## config.mk

```make
export PLATFORM = sky130hd
export DESIGN_NAME = large_array_arbiter
export DESIGN_NICKNAME = d
export VERILOG_FILES = /design/src/rtl/large_array_arbiter.sv
export SDC_FILE = /design/constraint.sdc
export NUM_CORES = 1
export LEC_CHECK = 0
export CORE_MARGIN = 1
export CORE_UTILIZATION = 44
export CTS_CLUSTER_DIAMETER = 40
export DETAILED_ROUTE_END_ITERATION = 16
export SKIP_LAST_GASP = 1
export SLEW_MARGIN = 20
export SYNTH_ARGS = -nofsm -noshare
export SYNTH_HDL_FRONTEND = slang
export SYNTH_SLANG_ARGS = --single-unit
export TNS_END_PERCENT = 30
```

## constraint.sdc

```tcl
create_clock -name clk -period 2.8 [get_ports clk]
set_input_delay 0.7 -clock clk [delete_from_list [all_inputs] [get_ports clk]]
set_output_delay 0.7 -clock clk [all_outputs]
set_load 0.01 [all_outputs]
```

## src/rtl/large_array_arbiter.sv

```systemverilog
// Two-requester arbiter/sequencer owning a single-port 2**AW x DW store, with a
// saturating cycles-since-last-write counter. Define LARB_FIXED_PRIO_EN for fixed priority (req0 wins).
module large_array_arbiter #(
  parameter int AW = 4,
  parameter int DW = 8,
  parameter int CW = 8
) (
  input  logic          clk,
  input  logic          rst,
  input  logic          req0,
  input  logic          we0,
  input  logic [AW-1:0] addr0,
  input  logic [DW-1:0] wdata0,
  output logic          gnt0,
  input  logic          req1,
  input  logic          we1,
  input  logic [AW-1:0] addr1,
  input  logic [DW-1:0] wdata1,
  output logic          gnt1,
  output logic          rvalid,
  output logic          rid,
  output logic [DW-1:0] rdata,
  output logic          busy,
  output logic [CW-1:0] wr_cnt
);

  typedef enum logic {IDLE, RD_RSP} state_t;

  localparam logic [CW-1:0] CNT_MAX = '1;

  state_t        state;
  logic [DW-1:0] mem [2**AW];
  logic          any_gnt;
  logic          sel_id;
  logic          sel_we;
  logic [AW-1:0] sel_addr;
  logic [DW-1:0] sel_wdata;
  logic          wr_go;
  logic          rd_go;

`ifndef LARB_FIXED_PRIO_EN
  logic          rr_ptr;
`endif

  always_comb begin
    // NOTE: every output of this block gets a default first, so no path leaves it unassigned and no latch is inferred.
    gnt0 = 1'b0;
    gnt1 = 1'b0;
    if (!rst) begin
`ifdef LARB_FIXED_PRIO_EN
      gnt0 = req0;
      gnt1 = req1 & ~req0;
`else
      if (req0 && req1) begin
        gnt0 = ~rr_ptr;
        gnt1 = rr_ptr;
      end else begin
        gnt0 = req0;
        gnt1 = req1;
      end
`endif
    end
  end

  assign any_gnt   = gnt0 | gnt1;
  assign sel_id    = gnt1;
  assign sel_we    = gnt1 ? we1    : we0;
  assign sel_addr  = gnt1 ? addr1  : addr0;
  assign sel_wdata = gnt1 ? wdata1 : wdata0;
  assign wr_go     = any_gnt & sel_we;
  assign rd_go     = any_gnt & ~sel_we;

  // NOTE: the storage array has no reset so it maps onto plain RAM; contents are undefined until written.
  always_ff @(posedge clk) begin
    if (wr_go) mem[sel_addr] <= sel_wdata;
  end

  // NOTE: all sequential state uses non-blocking assignments so every register samples pre-edge values.
  always_ff @(posedge clk) begin
    if (rst) begin
      state  <= IDLE;
      rvalid <= 1'b0;
      busy   <= 1'b0;
      rid    <= 1'b0;
      rdata  <= '0;
      wr_cnt <= '0;
`ifndef LARB_FIXED_PRIO_EN
      rr_ptr <= 1'b0;
`endif
    end else begin
`ifndef LARB_FIXED_PRIO_EN
      if (any_gnt) rr_ptr <= ~sel_id;
`endif
      // Writes granted while a response is outstanding leave rdata/rid untouched.
      if (rd_go) begin
        rdata <= mem[sel_addr];
        rid   <= sel_id;
      end

      case (state)
        IDLE:    if (rd_go)  state <= RD_RSP;
        RD_RSP:  if (!rd_go) state <= IDLE;
        default: state <= IDLE;
      endcase
      rvalid <= rd_go;
      busy   <= rd_go;

      if (wr_go)
        wr_cnt <= CW'(1);
      else if (wr_cnt != '0 && wr_cnt != CNT_MAX)
        wr_cnt <= wr_cnt + CW'(1);
    end
  end

endmodule

```

* Word level (Yosys, flattened, before mapping) *
Memories as Yosys holds them, arrays and structs flattened. A register that Yosys moved wholly into a read port is not among the register bits.
Cells that the tools add are included.

word-level totals
  register bits = 11
  RAM bits = 128
  input bits = 30
  output and inout bits = 21
  logic and storage cells = 30
  memories kept = 1

operators by class
  add/subtract/negate cells = 1
  equal/unequal tests = 1
  muxes and demuxes = 11
  bitwise gates (word level) = 6
  reduce and logical (&&, ||, !) cells = 5

memory list
  name  words  bits a word  rd ports  clocked after memory_dff  wr ports  line  text
  mem   16     8            1         1                         1         32    logic [DW-1:0] mem [2**AW];

operators with widths
  kind                   count
  $mux W1                9
  $add A8 B1 Y8 const B  1
  $mux W8                1
  $ne A8 B8 Y1 const B   1
  $reduce_bool A8 Y1     1
  $mux W4                1
  $not A1 Y1             3
  $and A1 B1 Y1          2
  $logic_and A1 B1 Y1    2
  $reduce_bool A2 Y1     1
  $reduce_or A2 Y1       1
  $or A1 B1 Y1           1

* Logic depth before layout (Yosys ltp) *
Gate-level depths: netlist of the first run.

  depth after elaboration = 7
  mapped depth = 9
  gate-level depth less buffers = 7

* Worst setup path before layout of the first run *
Ideal clock, no wire load.

  path kind = input -> register
  start = input port req0
  end = memory mem[7][0], enable pin
  data arrival time = 2.232 ns
  required time = 2.429 ns
  slack = 0.197 ns
  stages on the path = 7
  buffers on the path = 2
  cells stage by stage = nor2b_1 clkbuf_1 o21ai_2 nand2_2 clkbuf_1 nand3_1 nor2_1

between the ends
  cells in the longest elaborated chain, start to end = 7
  elaborated cells between the ends (all ways) = 11

ends and longest elaborated chain
  item                                     line    text
  start: declaration                       10      input logic req0,
  $logic_and A1 B1 Y1                      54      if (req0 && req1) begin
  $mux W1                                  54
  $mux W1                                  49      if (!rst) begin
  $or A1 B1 Y1 or $mux W1 (tied branches)  65, 67
  $and A1 B1 Y1                            70      assign wr_go = any_gnt & sel_we;
  $mux W1                                  75      if (wr_go) mem[sel_addr] <= sel_wdata;
  $mux W1 (implied by the code)            75
  end: declaration                         32

Parallel ways exist; a longest one is shown, timed or not.

* Worst setup path after layout of the first run *
  start = input port req1
  end = register rdata[5], read port of mem

between the ends
  cells in the longest elaborated chain, start to end = 6
  elaborated cells between the ends (all ways) = 10

ends and longest elaborated chain
  item                 line  text
  start: declaration   15    input logic req1,
  $logic_and A1 B1 Y1  54
  $mux W1              54
  $mux W1              49
  $mux W1              67    assign sel_we = gnt1 ? we1 : we0;
  $not A1 Y1           71    assign rd_go = any_gnt & ~sel_we;
  $and A1 B1 Y1        71
  end: declaration     22    output logic [DW-1:0] rdata,

Parallel ways exist; a longest one is shown, timed or not.
A chain may end at the register's enable or synchronous reset.

==> results of run 1 <==
[worst max-delay path, cell delays in order]
cell             delay (ps)
clkdlybuf4s50_1         450
nor2b_4                 150
buf_4                   150
and3_1                  250
nor2_8                  230
mux2_4                  320
a2111oi_1               490
buf_4                   190
a31oi_1                  70
[cell families after synthesis]
logic type	after synthesis	share of synthesized area, %
mux	34	7.11
simple gates	145	11.1
buf+inv	30	2.71
compound gates	105	11.6
flops	147	66.3
fa+ha+maj	2	0.393
xor+xnor	6	0.825
[sequential cells by signal, summed over array words and instances, names as in the netlist]
register / count
rid: 1
busy: 1
rdata: 8
wr_cnt: 8
rr_ptr: 1
mem: 128
[final cells by class]
| class | count | area (µm²) |
|---|---|---|
| multi-input combinational | 292 | 1970 |
| clock buffer | 20 | 437 |
| tap | 180 | 225 |
| sequential | 147 | 4220 |
| inverter | 5 | 18.8 |
| timing repair buffer | 138 | 1170 |
| fill | 1120 | 5800 |
| clock inverter | 12 | 133 |
[placed cells by master, fill, tap and decap left out, types with 3 or more instances in the layout]
cell and n:
o21bai_1 8, o32a_1 4, xor2_1 4, buf_4 87
clkinvlp_4 3, clkbuf_1 3, mux4_2 7, a22oi_1 10
o32ai_1 4, mux2i_1 15, dfxtp_1 19, clkinv_2 3
a21oi_1 22, edfxtp_1 128, mux2_1 5, mux2_2 4
o21ai_0 14, nand2_1 48, a41oi_1 5, inv_1 4
and3_1 7, a311oi_1 4, a31oi_1 7, clkdlybuf4s50_1 48
a211oi_1 4, nand2b_1 16, o22ai_1 4, clkbuf_16 17
nor2_1 34, a31o_2 4, nand3_1 24
[final timing paths]
path                                               to  cells after the start           startpoint
worst max register to register  rdata[5]$_SDFFE_PP0P_                      8  rr_ptr$_SDFFE_PP0P_
worst min-delay path                 rid$_SDFFE_PP0P_                      2     rid$_SDFFE_PP0P_
worst max-delay path            rdata[5]$_SDFFE_PP0P_                      9                 req1
worst min register to register       rid$_SDFFE_PP0P_                      2     rid$_SDFFE_PP0P_
[metal layers]
metal / global-route usage [%] / vias to the layer above / routed length [µm]
li1: - / 2079 / -
met1: 30.6 / 2185 / 7210
met2: 38.0 / 210 / 7710
met3: 6.09 / 31 / 1200
met4: 10.7 / 0 / 463
met5: 0 / - / 0
[timing repair]
| item | CTS | global route |
|---|---|---|
| setup endpoints to repair | 2 | 2 |
| gates resized for setup | 1 | 2 |
| setup buffers | 1 | 0 |
| pin swaps | 0 | 0 |
[power groups by stage]
stage | logic [mW] | clock network (mW) | registers (mW)
global route | 0.665 | 2.30 | 2.47
finish | 0.614 | 2.18 | 2.46
CTS | 0.613 | 2.22 | 2.47
global placement | 0.600 | 0 | 2.51
detailed placement | 0.608 | 0 | 2.51
floorplan | 0.309 | 0 | 2.51
[per-stage QoR]
step                      util [%]  TNS, ps  instances
after floorplan                  -        0        469
after global placement        54.4   -10090        761
after detailed placement      54.4   -13140        761
after CTS                     58.5    -25.0        794
after global routing          58.5    -17.7        794
final                         58.5        0        794
==> results.txt, run 1 <==
status: finished clean
Synth Register Bits: 147
most frequent cells after synthesis: 128 x edfxtp_1, 48 x nand2_1, 34 x nor2_1, 24 x nand3_1, 22 x a21oi_1
Seq pwr share: 46.9%
DR iter-0 viols: 380
Post-Layout Inst Area: 8190 µm²
Synth Cell Area: 6370 µm²
drt first pass iters: 5
I/O Buffers: 50
synth unique cells: 62
post-synth top area share: 60.4%
cells after synthesis: 469
achievable frequency: 0.370 GHz
Congestion Overflow GR: 0
fraction of layout cells with a size suffix above 1: 23.8%
DR vias: 4505
worst hold slack: 514 ps
die outline height: 122 µm
Leakage: 2.98 nW
Max Cap Viol: 0
synthesized net count: 501
drt wl/cell: 20.9 µm
VDD IR max: 425 µV
ys flop type: edfxtp_1
cell with the most instances after synthesis: edfxtp_1
Hold WC Path Type: reg2reg
total track usage: 23.8%
endpoint class of the critical path: flop
post-DP HPWL: 11700 µm
top cells by area, synth: edfxtp_1 60%, dfxtp_1 6.0%, nand2_1 2.8%, mux4_2 2.5%, mux2i_1 2.4%
Clock Latency Late Sink: 420 ps
initial antenna violation count: 0
Starting Density: 45.5%
number of global-route vias before repair: 4493
Clock Tree Buf Depth: 2
leading area contributor after synthesis: edfxtp_1
first-pass GRT wire length: 25100 µm
Nets: 633
Clock transition at path regs: 60 ps
area grow syn2layout: 28.5%
CTS buffer count: 17
core area: 14000 µm²
diode count: 0
syn avg cell area: 13.6 µm²
fin crit share: 96.6%
power share of the clock group: 41.4%
Clock Skew: 6.41 ps
fraction of registers with async set/reset: 0%
critical path data arrival time: 3010 ps
final hold violation count: 0
Comb power frac: 11.7%
drc violations: 0
flop-to-flop setup slack: 540 ps
RSZ-0062 raised after global routing: yes
slew margin rel.: 59.5%
fin crit period: 2700 ps
final setup fails: 0
Sw Pwr: 1.22 mW
post-placement cell area: 7610 µm²
PnR worst setup slack: 95.3 ps
Setup crit start kind: input pin
Post-synth EDFFs: 128
Worst Path Max Fanout: 8
Pint: 4.03 mW
TritonCTS Sinks: 147
Routed WL: 16600 µm
Switching Share: 23.2%
overall power: 5.25 mW
pwr/cell area: 642 nW/µm²
Slew @ Worst Pin: 605 ps
die area: 15000 µm²
Root Driver: clkbuf_16
CTS tree: done
Rows: 43
post-route ant nets: 0
Seq/Total Area, Yosys: 66.3%
DP Worst Slack: -325 ps
kind of critical path: in2reg
largest net degree at the start of global routing: 17
YS warnings: 0
# IOs: 51
pins over their slew limit: 0
Die W: 122 µm
Worst Path Required: 3110 ps
Hold Buf Count CTS: 0
Vias/cell: 5.67
Placer Congestion: 0.905
H-tree levels: 4
Note: power is estimated with default switching activity, not from simulation.
==> inputs of run 2 (changes only) <==
- CAP_MARGIN: not set -> 20
- CORE_UTILIZATION: 44 -> 50
- PLACE_DENSITY: not set -> 0.7
- clock period: 2.8 -> 3.5 ns (I/O delays scaled with it)
==> results.txt, run 2 (synthesized netlist as in run 1, its figures left out) <==
status: finished clean
Leakage: 2.78 nW
Max stage delay on crit path: 560 ps
die area: 13200 µm²
Worst Path Required: 2620 ps
CTS tree: done
Nets: 592
Hold Buf Count CTS: 0
Placer Congestion: 0.913
Hold Path Stages: 2
Max Cap Viol: 0
worst hold slack: 508 ps
area grow syn2layout: 23.8%
fin crit share: 91.9%
Routed WL: 15900 µm
fin crit period: 3220 ps
drc violations: 0
power share of the clock group: 42.9%
pwr/cell area: 537 nW/µm²
Vias/cell: 5.96
Clock Tree Buf Depth: 2
Sw Pwr: 1.02 mW
achievable frequency: 0.311 GHz
Most flops, register: mem
Slew @ Worst Pin: 921 ps
diode count: 0
Top cell by count, worst path: clkdlybuf4s50_1
Clock Skew: 8.61 ps
I/O Buffers: 50
final hold violation count: 0
die outline height: 115 µm
most frequent cells in the layout: 128 x edfxtp_1, 50 x clkdlybuf4s50_1, 48 x nand2_1
fraction of layout cells with a size suffix above 1: 18.8%
Congestion Overflow GR: 0
Worst Path Max Fanout: 7
TritonCTS Sinks: 147
first-pass GRT wire length: 23900 µm
post-route ant nets: 0
Clock Latency Late Sink: 430 ps
kind of critical path: in2out
Clock transition at path regs: 60 ps
Switching Share: 24.2%
Comb power frac: 10.6%
Root Driver: clkbuf_16
slew margin rel.: 38.1%
critical path data arrival time: 2340 ps
flop-to-flop setup slack: 1160 ps
core area: 12200 µm²
number of global-route vias before repair: 4269
Setup crit start kind: input pin
final setup fails: 0
largest net degree at the start of global routing: 30
drt wl/cell: 21.4 µm
CTS buffer count: 17
post-DP HPWL: 10900 µm
total track usage: 25.6%
drt first pass iters: 6
setup TNS: 0 ps
DR iter-0 viols: 472
Seq pwr share: 46.5%
post-cts resize count: 0
initial antenna violation count: 0
DR vias: 4413
H-tree levels: 4
Slowest cell on crit path: clkdlybuf4s50_1
# IOs: 51
commonest non-fill, non-tap cell in the layout: edfxtp_1
Post-CTS Setup Inserts: 0
Regs by FF count: mem (128), rdata (8), wr_cnt (8)
crit-path cells: clkdlybuf4s50_1, nor2b_4, nand2_1, inv_2, clkdlybuf4s50_1
reg2reg path depth: 7
Rows: 40
pins over their slew limit: 0
Util after Layout: 64.5%
endpoint class of the critical path: primary output
Die W: 115 µm
RSZ-0062 raised after global routing: no
Hold WC Path Type: reg2reg
Pint: 3.21 mW
max FFs per register: 128
VDD IR max: 470 µV
Starting Density: 52.2%
-- run 2: per-stage QoR --
step           power, mW  area, µm²  cells  worst slack [ps]
6_report            4.23       7880    741               283
5_1_grt             4.35       7880    741               205
4_1_cts             4.25       7880    741               285
3_5_place_dp        2.45       7290    709               251
3_3_place_gp        2.44       7290    709               291
2_1_floorplan       2.26       6370    469               722
-- run 2: worst max-delay path, delay by kind of cell --
family                 cells  cell delay [ps]
buffers and inverters      3             1190
AND/OR/NAND/NOR            2              280
-- run 2: area by class of cell --
type / count / area [µm²]
well taps: 168 / 210
multi-input cells: 292 / 1970
clock inverters: 15 / 166
flip-flops and latches: 147 / 4220
repair buffers: 97 / 866
fillers: 947 / 4330
inverters: 5 / 18.8
clock buffers: 17 / 425
-- run 2: per-layer routing --
metal,part of all wire [%],wire length (µm),track usage [%]
met3,8.3,1320,5.96
met5,0,0,0
met2,48,7630,41.5
met1,42,6620,33.4
met4,2.0,310,10.7
-- run 2: path summary, 6_finish.rpt --
| check | endpoint | from |
|---|---|---|
| worst max-delay path | gnt1 | req1 |
| worst min-delay path | rid$_SDFFE_PP0P_ | rid$_SDFFE_PP0P_ |
| worst min register to register | rid$_SDFFE_PP0P_ | rid$_SDFFE_PP0P_ |
| worst max register to register | rdata[4]$_SDFFE_PP0P_ | rr_ptr$_SDFFE_PP0P_ |
-- run 2: power by group through the flow --
stage / Clock (mW) / Sequential (mW) / Combinational [mW]
after global routing: 1.90 / 1.97 / 0.481
final: 1.82 / 1.97 / 0.448
after global placement: 0 / 2.01 / 0.434
after CTS: 1.83 / 1.97 / 0.447
after detailed placement: 0 / 2.01 / 0.444
after floorplan: 0 / 2.01 / 0.247
==> inputs of run 3 (changes only) <==
- CAP_MARGIN: 20 -> 40
- CORE_ASPECT_RATIO: not set -> 1.25
- SLEW_MARGIN: 20 -> not set
==> results.txt, run 3 (synthesized netlist as in run 1, its figures left out) <==
slew margin rel.: 50.3%
number of global-route vias before repair: 4469
routed wl met3: 1180 µm
Hold WC Path Type: reg2reg
crit-path cells: clkdlybuf4s50_1, nor2b_4, nand2_1, inv_2, clkdlybuf4s50_1
Placer Congestion: 0.873
worst r2r src: rr_ptr$_SDFFE_PP0P_
top layer in use: met4
achievable frequency: 0.300 GHz
Max Cap Viol: 0
core area: 12300 µm²
DR iter-0 viols: 351
met2 wire length: 8180 µm
die outline height: 128 µm
# IOs: 51
Clock transition at path regs: 60 ps
Die W: 103 µm
post-placement cell area: 7300 µm²
reg2reg end: rdata[2]$_SDFFE_PP0P_
drc violations: 0
multi-input logic area: 1970 µm²
H-tree levels: 4
I/O Buffers: 50
total track usage: 26.5%
die area: 13200 µm²
CP Launch Point: req1
Clock Latency Late Sink: 420 ps
TritonCTS Sinks: 147
max FFs per register: 128
Worst Path Max Fanout: 6
crit path capture: gnt1
filler cell count: 936
final setup fails: 0
Most flops, register: mem
post-cts resize count: 0
endpoint class of the critical path: primary output
drt wl/cell: 21.8 µm
Max stage delay on crit path: 550 ps
Hold Buf Count CTS: 0
Worst Path Required: 2620 ps
flop-to-flop setup slack: 1030 ps
Top cell by count, worst path: clkdlybuf4s50_1
commonest non-fill, non-tap cell in the layout: edfxtp_1
status: finished clean
post-DP HPWL: 11200 µm
pwr/cell area: 536 nW/µm²
drt first pass iters: 5
Routed WL: 16200 µm
CTS buffer count: 17
Setup crit start kind: input pin
Congestion Overflow GR: 0
final hold violation count: 0
critical path data arrival time: 2460 ps
fraction of layout cells with a size suffix above 1: 19.4%
first-pass GRT wire length: 24700 µm
largest net degree at the start of global routing: 20
Regs by FF count: mem (128), rdata (8), wr_cnt (8)
setup TNS: 0 ps
register area: 4220 µm²
Clock Tree Buf Depth: 2
pins over their slew limit: 0
fin crit share: 95.3%
Rows: 45
Slowest cell on crit path: clkdlybuf4s50_1
CTS tree: done
diode count: 0
Nets: 596
Starting Density: 51.9%
kind of critical path: in2out
Post-Layout Inst Area: 7910 µm²
Slew @ Worst Pin: 744 ps
reg2reg path depth: 7
VDD IR max: 388 µV
fin crit period: 3340 ps
RSZ-0062 raised after global routing: no
Clock Skew: 8.78 ps
Root Driver: clkbuf_16
initial antenna violation count: 0
M1 WL: 6130 µm
area grow syn2layout: 24.1%
most frequent cells in the layout: 128 x edfxtp_1, 50 x clkdlybuf4s50_1, 50 x buf_4
DR vias: 4455
Vias/cell: 6.01
post-route ant nets: 0
Leakage: 2.80 nW
Post-CTS Setup Inserts: 0
==> run 3: per-layer routing <==
metal  vias to the layer above  track usage (%)
li1                       2003                -
met1                      2165             32.1
met2                       233             44.0
met3                        54             5.34
met4                         0             14.9
met5                         -                0
==> run 3: critical path, delay by kind of cell <==
family | cells | cell delay (ps)
buf+inv | 3 | 1220
simple gates | 2 | 370
==> run 3: worst min-delay path by stage <==
stage | startpoint | cells after the start | end | slack (ps)
2_1_floorplan | rr_ptr$_SDFFE_PP0P_ | 2 | rr_ptr$_SDFFE_PP0P_ | 470
4_1_cts | rid$_SDFFE_PP0P_ | 2 | rid$_SDFFE_PP0P_ | 500
6_report | rid$_SDFFE_PP0P_ | 2 | rid$_SDFFE_PP0P_ | 500
5_1_grt | rr_ptr$_SDFFE_PP0P_ | 2 | rr_ptr$_SDFFE_PP0P_ | 540
3_3_place_gp | rid$_SDFFE_PP0P_ | 2 | rid$_SDFFE_PP0P_ | 480
3_5_place_dp | rid$_SDFFE_PP0P_ | 2 | rid$_SDFFE_PP0P_ | 490
==> run 3: cell type report <==
type / count / share of cell area [%]
flip-flops and latches: 147 / 53.4
multi-input cells: 292 / 24.9
repair buffers: 101 / 11.1
clock buffers: 20 / 6.33
well taps: 164 / 2.60
clock inverters: 12 / 1.33
inverters: 5 / 0.237
==> run 3: power breakdown <==
group,leakage (nW),total [mW],switching [mW],internal [mW]
sequential,1.31,1.97,0.0214,1.95
combinational,1.20,0.455,0.257,0.198
clock,0.291,1.81,0.753,1.06
total,2.80,4.23,1.03,3.20
==> run 3: through the flow <==
step                hold WS [ps]  setup WS [ps]  std cells  util (%)  power, mW
floorplan                    471            722        469         -       2.26
global placement             482            189        708      59.4       2.44
global route                 537           96.3        741      64.4       4.36
detailed placement           488           21.8        709      59.5       2.46
finish                       499            165        741      64.4       4.23
CTS                          500            177        741      64.4       4.26
